File: config.mk
export PLATFORM = sky130hd
export DESIGN_NAME = lcd_message_writer
export DESIGN_NICKNAME = d
export VERILOG_FILES = /design/src/rtl/lcd_message_writer.sv
export SDC_FILE = /design/constraint.sdc
export NUM_CORES = 1
export LEC_CHECK = 0
export ABC_CLOCK_PERIOD_IN_PS = 8950
export BUFFER_PORTS_ARGS = -buffer_cell sky130_fd_sc_hd__buf_2
export CAP_MARGIN = 5
export CELL_PAD_IN_SITES_DETAIL_PLACEMENT = 0
export CELL_PAD_IN_SITES_GLOBAL_PLACEMENT = 1
export CORE_UTILIZATION = 35
export DETAILED_ROUTE_END_ITERATION = 8
export GPL_TIMING_DRIVEN = 0
export PLACE_DENSITY_LB_ADDON = 0.1
export RECOVER_POWER = 25
export SETUP_SLACK_MARGIN = 0.05
export SKIP_LAST_GASP = 1
export SLEW_MARGIN = 20
export SYNTH_ARGS = -nofsm -noshare
export SYNTH_HDL_FRONTEND = slang
export SYNTH_SLANG_ARGS = --single-unit
File: constraint.sdc
create_clock -name Clk -period 8.95 [get_ports Clk]
set_input_delay 0.4475 -clock Clk [delete_from_list [all_inputs] [get_ports Clk]]
set_output_delay 0.4475 -clock Clk [all_outputs]
set_load 0.01 [all_outputs]
File: src/rtl/lcd_message_writer.sv
// ---------------------------------------------------------------------------
// lcd_message_writer
//
// Drives an HD44780-compatible character LCD in 8-bit, write-only mode.
// After reset it waits for the panel to power up and sends the init
// sequence. Each accepted display request latches the status flags and the
// reaction time, converts the time to BCD and writes one 16-character
// line. LCDAck is then pulsed for one cycle.
//
// Parameters
//   E_CYCLES     clocks LCD_E is held high per byte
//   CMD_WAIT     idle clocks after each byte (except clear)
//   CLEAR_WAIT   idle clocks after the clear command 0x01
//   POWERUP_WAIT clocks to wait after reset before the first init byte
//
// Ports
//   Clk          system clock (1 kHz millisecond tick)
//   Rst          synchronous, active-high reset
//   LCDUpdate    level request, held high until acknowledged
//   Cheat/Slow/Wait  message-select flags, sampled at acceptance
//   ReactionTime reaction time in ms (0..1023), sampled at acceptance
//   LCDAck       one-cycle pulse once the line has been written
//   LCD_Data     LCD data bus
//   LCD_RS       0 = command, 1 = character
//   LCD_RW       always 0 (write only)
//   LCD_E        LCD enable strobe
//   Ready        high while idle and able to accept a request
// ---------------------------------------------------------------------------
module lcd_message_writer #(
    parameter int unsigned E_CYCLES     = 1,
    parameter int unsigned CMD_WAIT     = 1,
    parameter int unsigned CLEAR_WAIT   = 2,
    parameter int unsigned POWERUP_WAIT = 40
) (
    input  logic       Clk,
    input  logic       Rst,
    input  logic       LCDUpdate,
    input  logic       Cheat,
    input  logic       Slow,
    input  logic       Wait,
    input  logic [9:0] ReactionTime,
    output logic       LCDAck,
    output logic [7:0] LCD_Data,
    output logic       LCD_RS,
    output logic       LCD_RW,
    output logic       LCD_E,
    output logic       Ready
);

    typedef enum logic [2:0] {
        S_PowerUp,
        S_Init,
        S_Idle,
        S_Convert,
        S_Clear,
        S_Chars,
        S_Ack,
        S_Release
    } state_t;

    typedef enum logic [1:0] {
        MSG_TIME,
        MSG_WAIT,
        MSG_SLOW,
        MSG_CHEAT
    } msg_t;

    // Fixed 16-character line templates; character 0 is the leftmost byte.
    localparam logic [8*16-1:0] TXT_CHEAT = "CHEATER!        ";
    localparam logic [8*16-1:0] TXT_SLOW  = "TOO SLOW!       ";
    localparam logic [8*16-1:0] TXT_WAIT  = "GET READY...    ";
    localparam logic [8*16-1:0] TXT_TIME  = "TIME:      ms   ";

    state_t      state_q, state_d;
    msg_t        msg_q,   msg_d;
    logic [31:0] cnt_q,   cnt_d;    // power-up wait / cycle within current byte
    logic [4:0]  idx_q,   idx_d;    // init byte, conversion step or char index
    logic [25:0] dd_q,    dd_d;     // double-dabble register {bcd[15:0], bin[9:0]}

    logic [7:0]  cur_byte;
    logic        writing;
    logic [31:0] byte_len;
    logic        byte_last;
    logic [15:0] bcd_adj;
    logic [25:0] dd_step;

    // ------------------------------------------------------------------
    // Character generation
    // ------------------------------------------------------------------
    function automatic logic [7:0] txt_char(input logic [8*16-1:0] txt,
                                            input logic [3:0]      i);
        return txt[{4'd15 - i, 3'b000} +: 8];
    endfunction

    function automatic logic [7:0] msg_char(input msg_t        m,
                                            input logic [3:0]  i,
                                            input logic [15:0] bcd);
        logic [3:0] d_th, d_hu, d_te, d_on;
        logic [7:0] c;
        d_th = bcd[15:12];
        d_hu = bcd[11:8];
        d_te = bcd[7:4];
        d_on = bcd[3:0];
        case (m)
            MSG_CHEAT: c = txt_char(TXT_CHEAT, i);
            MSG_SLOW:  c = txt_char(TXT_SLOW, i);
            MSG_WAIT:  c = txt_char(TXT_WAIT, i);
            default: begin
                // Template already holds spaces at 6..9, so a blanked
                // leading zero simply keeps the template character.
                c = txt_char(TXT_TIME, i);
                case (i)
                    4'd6: if (d_th != 4'd0) c = {4'h3, d_th};
                    4'd7: if ((d_th | d_hu) != 4'd0) c = {4'h3, d_hu};
                    4'd8: if ((d_th | d_hu | d_te) != 4'd0) c = {4'h3, d_te};
                    4'd9: c = {4'h3, d_on};
                    default: ;
                endcase
            end
        endcase
        return c;
    endfunction

    // ------------------------------------------------------------------
    // Byte writer: the byte on the bus is a pure function of the state,
    // so RS/Data stay stable for the whole setup/strobe/wait sequence.
    // ------------------------------------------------------------------
    always_comb begin
        cur_byte = '0;
        writing  = 1'b0;
        case (state_q)
            S_Init: begin
                writing = 1'b1;
                case (idx_q[1:0])
                    2'd0:    cur_byte = 8'h38;
                    2'd1:    cur_byte = 8'h0C;
                    2'd2:    cur_byte = 8'h06;
                    default: cur_byte = 8'h01;
                endcase
            end
            S_Clear: begin
                writing  = 1'b1;
                cur_byte = 8'h01;
            end
            S_Chars: begin
                writing  = 1'b1;
                cur_byte = msg_char(msg_q, idx_q[3:0], dd_q[25:10]);
            end
            default: ;
        endcase
    end

    assign byte_len  = 32'd1 + E_CYCLES +
                       ((cur_byte == 8'h01) ? CLEAR_WAIT : CMD_WAIT);
    assign byte_last = (cnt_q == byte_len - 32'd1);

    // ------------------------------------------------------------------
    // One double-dabble step: add 3 to every digit >= 5, then shift left.
    // ------------------------------------------------------------------
    always_comb begin
        bcd_adj = dd_q[25:10];
        for (int unsigned i = 0; i < 4; i++) begin
            if (bcd_adj[4*i +: 4] >= 4'd5) begin
                bcd_adj[4*i +: 4] = bcd_adj[4*i +: 4] + 4'd3;
            end
        end
        dd_step = {bcd_adj, dd_q[9:0]} << 1;
    end

    // ------------------------------------------------------------------
    // Next-state logic
    // ------------------------------------------------------------------
    always_comb begin
        state_d = state_q;
        msg_d   = msg_q;
        cnt_d   = cnt_q;
        idx_d   = idx_q;
        dd_d    = dd_q;
        case (state_q)
            S_PowerUp: begin
                if (cnt_q + 32'd1 >= POWERUP_WAIT) begin
                    state_d = S_Init;
                    cnt_d   = '0;
                    idx_d   = '0;
                end else begin
                    cnt_d = cnt_q + 32'd1;
                end
            end
            S_Init: begin
                if (byte_last) begin
                    cnt_d = '0;
                    if (idx_q == 5'd3) begin
                        state_d = S_Idle;
                        idx_d   = '0;
                    end else begin
                        idx_d = idx_q + 5'd1;
                    end
                end else begin
                    cnt_d = cnt_q + 32'd1;
                end
            end
            S_Idle: begin
                if (LCDUpdate) begin
                    if (Cheat)      msg_d = MSG_CHEAT;
                    else if (Slow)  msg_d = MSG_SLOW;
                    else if (Wait)  msg_d = MSG_WAIT;
                    else            msg_d = MSG_TIME;
                    dd_d    = {16'h0000, ReactionTime};
                    idx_d   = '0;
                    state_d = S_Convert;
                end
            end
            S_Convert: begin
                dd_d = dd_step;
                if (idx_q == 5'd9) begin
                    idx_d   = '0;
                    cnt_d   = '0;
                    state_d = S_Clear;
                end else begin
                    idx_d = idx_q + 5'd1;
                end
            end
            S_Clear: begin
                if (byte_last) begin
                    cnt_d   = '0;
                    idx_d   = '0;
                    state_d = S_Chars;
                end else begin
                    cnt_d = cnt_q + 32'd1;
                end
            end
            S_Chars: begin
                if (byte_last) begin
                    cnt_d = '0;
                    if (idx_q == 5'd15) begin
                        idx_d   = '0;
                        state_d = S_Ack;
                    end else begin
                        idx_d = idx_q + 5'd1;
                    end
                end else begin
                    cnt_d = cnt_q + 32'd1;
                end
            end
            S_Ack: begin
                state_d = S_Release;
            end
            S_Release: begin
                if (!LCDUpdate) state_d = S_Idle;
            end
            default: begin
                state_d = S_PowerUp;
                cnt_d   = '0;
                idx_d   = '0;
            end
        endcase
    end

    always_ff @(posedge Clk) begin
        if (Rst) begin
            state_q <= S_PowerUp;
            msg_q   <= MSG_TIME;
            cnt_q   <= '0;
            idx_q   <= '0;
            dd_q    <= '0;
        end else begin
            state_q <= state_d;
            msg_q   <= msg_d;
            cnt_q   <= cnt_d;
            idx_q   <= idx_d;
            dd_q    <= dd_d;
        end
    end

    // ------------------------------------------------------------------
    // Outputs (all decode to 0 in S_PowerUp, i.e. right after reset)
    // ------------------------------------------------------------------
    assign LCD_Data = cur_byte;
    assign LCD_RS   = (state_q == S_Chars);
    assign LCD_RW   = 1'b0;
    assign LCD_E    = writing && (cnt_q != '0) && (cnt_q <= E_CYCLES);
    assign Ready    = (state_q == S_Idle);
    assign LCDAck   = (state_q == S_Ack);

endmodule
==> reports/results.ini <==
[status]
status=finished with violations
violations=DRC

[synth]
syn-instance-count=702
synth_seq_cells=68
post_synth.cell_area_avg_sq_um=7.61
synth_edf_count=0
ys_seq_area_share_pct=25.5
synth_area_leaders=dfxtp_1 25%, ha_1 5.9%, nor2_1 5.1%
synth_area_sq_um=5340
ys_warn_count=0
synthArstFlopShare_pct=0
synth_cell_types=87
yosysTopAreaCellShare_pct=25.5
synth_area_leader_cell=dfxtp_1
synth-main-ff-cell=dfxtp_1

[hold_path]
hp-start=ReactionTime[0]
whs_path_depth=3
min_to=dd_q[0]
hp-class=in2reg

[worst_setup_path]
cp-start-kind=register
arrival_ns=4.20
r2r-end=cnt_q[1]
r2r_start=idx_q[1]
end_kind=register
path_max_fanout=10
r2r_slack_ns=4.98
r2r_cells=14
required_ns=9.18
critPathKind=reg2reg

[grt]
first_global_vias=5278
top_usage_layer=met2
met1_usage_pct=25.6
grtUsageMet2_pct=36.9
grt_util_met3_pct=4.54
antenna_found_initial=0
grt_usage_pct=21.3
grt_pass1_wl_um=26800
grt.overflow.total=0
grt_max_degree=12

[sta]
finalHoldViolCount=0
max_slew.worst_pin.slew_ns=0.672
tns_ns=0
slew_violations=0
relSlewSlack_pct=54.8
max_freq_ghz=0.252
finalSetupViolations=0
fin_crit_ns=3.97
rsz0062_at_grt=false
finalCritPeriodShare_pct=44.3
fin_worst_skew_ns=0.00786

[floorplanning]
ios=29
num_rows=44
die_area_sq_um=15800
die_y_um=126
die_w_um=126
core-area_sq_um=14700
start_util_pct=36.4

[placement]
gp_congestion=0.879
io_buffer_count=26
dp_cells=913
hpwl_um=12200

[layout]
syn2layout_area_growth_pct=12.2
regArea_sq_um=1360
multi_input_area_sq_um=3610
fin_util_pct=40.8
final_cells=928
diodes=0
fin_nets=781
n_fill_cell=1555
drive_gt1_share_pct=11.4

[routing]
route.detailed.drc=3
wirelength_um=16400
drtPass1Iterations=7
drtIter0Drc=367
vias=5415
viasPerCell=5.84
antenna_left=0
post_drt_wl_per_cell_um=17.7

[clocking]
clkTransAtPathRegs_ns=0.06
clk_path_buf_depth=2
cts_buffers=9
cts_resized=0
post_cts_buffers=0
cts_hold_buf=0
clkLatencyLatePin_ns=0.34
cts_sinks=68
h-tree-depth=3
ctsRootBufferMaster=clkbuf_16
cts_tree=yes

[pwr]
leakagePower_nw=2.22
irDropWorstVdd_v=0.0000901
p_total_w=0.000689
powerDensity_nw_per_um2=115

[flow_run]
drv_cap=0

[area by class of cell]
class | count | area share (%)
plain buffers | 58 | 4.32
clock buffers | 10 | 3.99
clock inverters | 5 | 0.876
inverters | 31 | 1.94
multi-input cells | 546 | 60.2
flip-flops and latches | 68 | 22.7
well taps | 184 | 3.84
repair buffers | 26 | 2.13
[kinds of logic after synthesis]
kind of cell               count (synthesis)  synth area share [%]
muxes                                     14                  2.67
DFF                                       68                  25.5
buffers and inverters                     89                  7.05
AOI/OAI and AO/OA                        167                  22.4
xor gates and xnor gates                  40                  6.56
adders and majority gates                 25                  5.85
other                                      1                0.0702
and+or+nand+nor                          298                  29.9
[where the power goes]
part	internal [W]	switching [W]	total (W)
Sequential	0.000304	0.00000263	0.000307
Clock	0.000220	0.000139	0.000359
Combinational	0.00000844	0.0000147	0.0000231
[cell usage in the layout, fill, tap and decap left out, types with 5 or more instances in the layout]
master	n
inv_1	29
mux2i_1	12
buf_2	34
clkbuf_16	9
o31ai_1	11
nor3_1	28
nor2_1	73
a211oi_1	16
and4_1	5
o21ai_0	24
and3_1	5
nor4_1	13
nand2b_1	10
xor2_1	21
a21boi_0	5
a32oi_1	6
nor2b_1	8
xnor2_1	19
a21oi_1	34
nand2_1	63
nand3_1	39
clkbuf_1	39
o211ai_1	5
nand4_1	19
ha_1	25
dfxtp_1	68
a31oi_1	13
[per-stage QoR]
stage / setup WS (ns) / hold WS (ns) / cell area, sq um
6_report: 4.98 / 0.377 / 6000
5_1_grt: 4.67 / 0.364 / 6000
4_1_cts: 4.98 / 0.364 / 6000
3_5_place_dp: 5.00 / 0.452 / 5710
3_3_place_gp: 4.93 / 0.444 / 5710
2_1_floorplan: 5.68 / 0.432 / 5350
[state kept, by name, indices dropped and copies added (netlist names)]
signal,cells
dd_q,26
msg_q,2
idx_q,5
cnt_q,32
state_q,3
[critical path, cell delays in order (launching register included)]
cell and delay (ns):
dfxtp_1 0.34, buf_2 0.19, inv_1 0.23, ha_1 0.19, clkbuf_1 0.36, nor2_1 0.13
a21oi_1 0.18, o211ai_1 0.10, o211a_1 0.27, nor3_1 0.45, a21oi_1 0.19, nor3b_4 0.40
nor4_1 0.14, or3_4 0.45, a32o_1 0.26
[metal layers]
metal  wire [um]  vias up
met2        7940      136
met5           0        -
met4         408        0
met1        7420     2621
met3         665       31
li1            -     2627
[Yosys cell counts, types with 6 or more instances]
| cell | number |
|---|---|
| nor2_1 | 73 |
| dfxtp_1 | 68 |
| nand2_1 | 63 |
| nand3_1 | 39 |
| clkbuf_1 | 35 |
| a21oi_1 | 34 |
| inv_1 | 29 |
| nor3_1 | 28 |
| ha_1 | 25 |
| o21ai_0 | 24 |
| xor2_1 | 21 |
| nand4_1 | 19 |
| xnor2_1 | 19 |
| a211oi_1 | 16 |
| a31oi_1 | 13 |
| nor4_1 | 13 |
| mux2i_1 | 12 |
| buf_2 | 11 |
| o31ai_1 | 11 |
| nand2b_1 | 10 |
| nor2b_1 | 8 |
| a32oi_1 | 6 |
[worst max-delay path by stage]
stage / start / cells after the start / to / slack (ns)
after global placement: idx_q[1] / 14 / cnt_q[1] / 4.93
after floorplan: idx_q[1] / 14 / cnt_q[1] / 5.68
after CTS: idx_q[1] / 14 / cnt_q[1] / 4.98
after global routing: idx_q[1] / 14 / cnt_q[1] / 4.67
final: idx_q[1] / 14 / cnt_q[1] / 4.98
after detailed placement: idx_q[1] / 14 / cnt_q[1] / 5.00
Note: power is estimated with default switching activity, not from simulation.
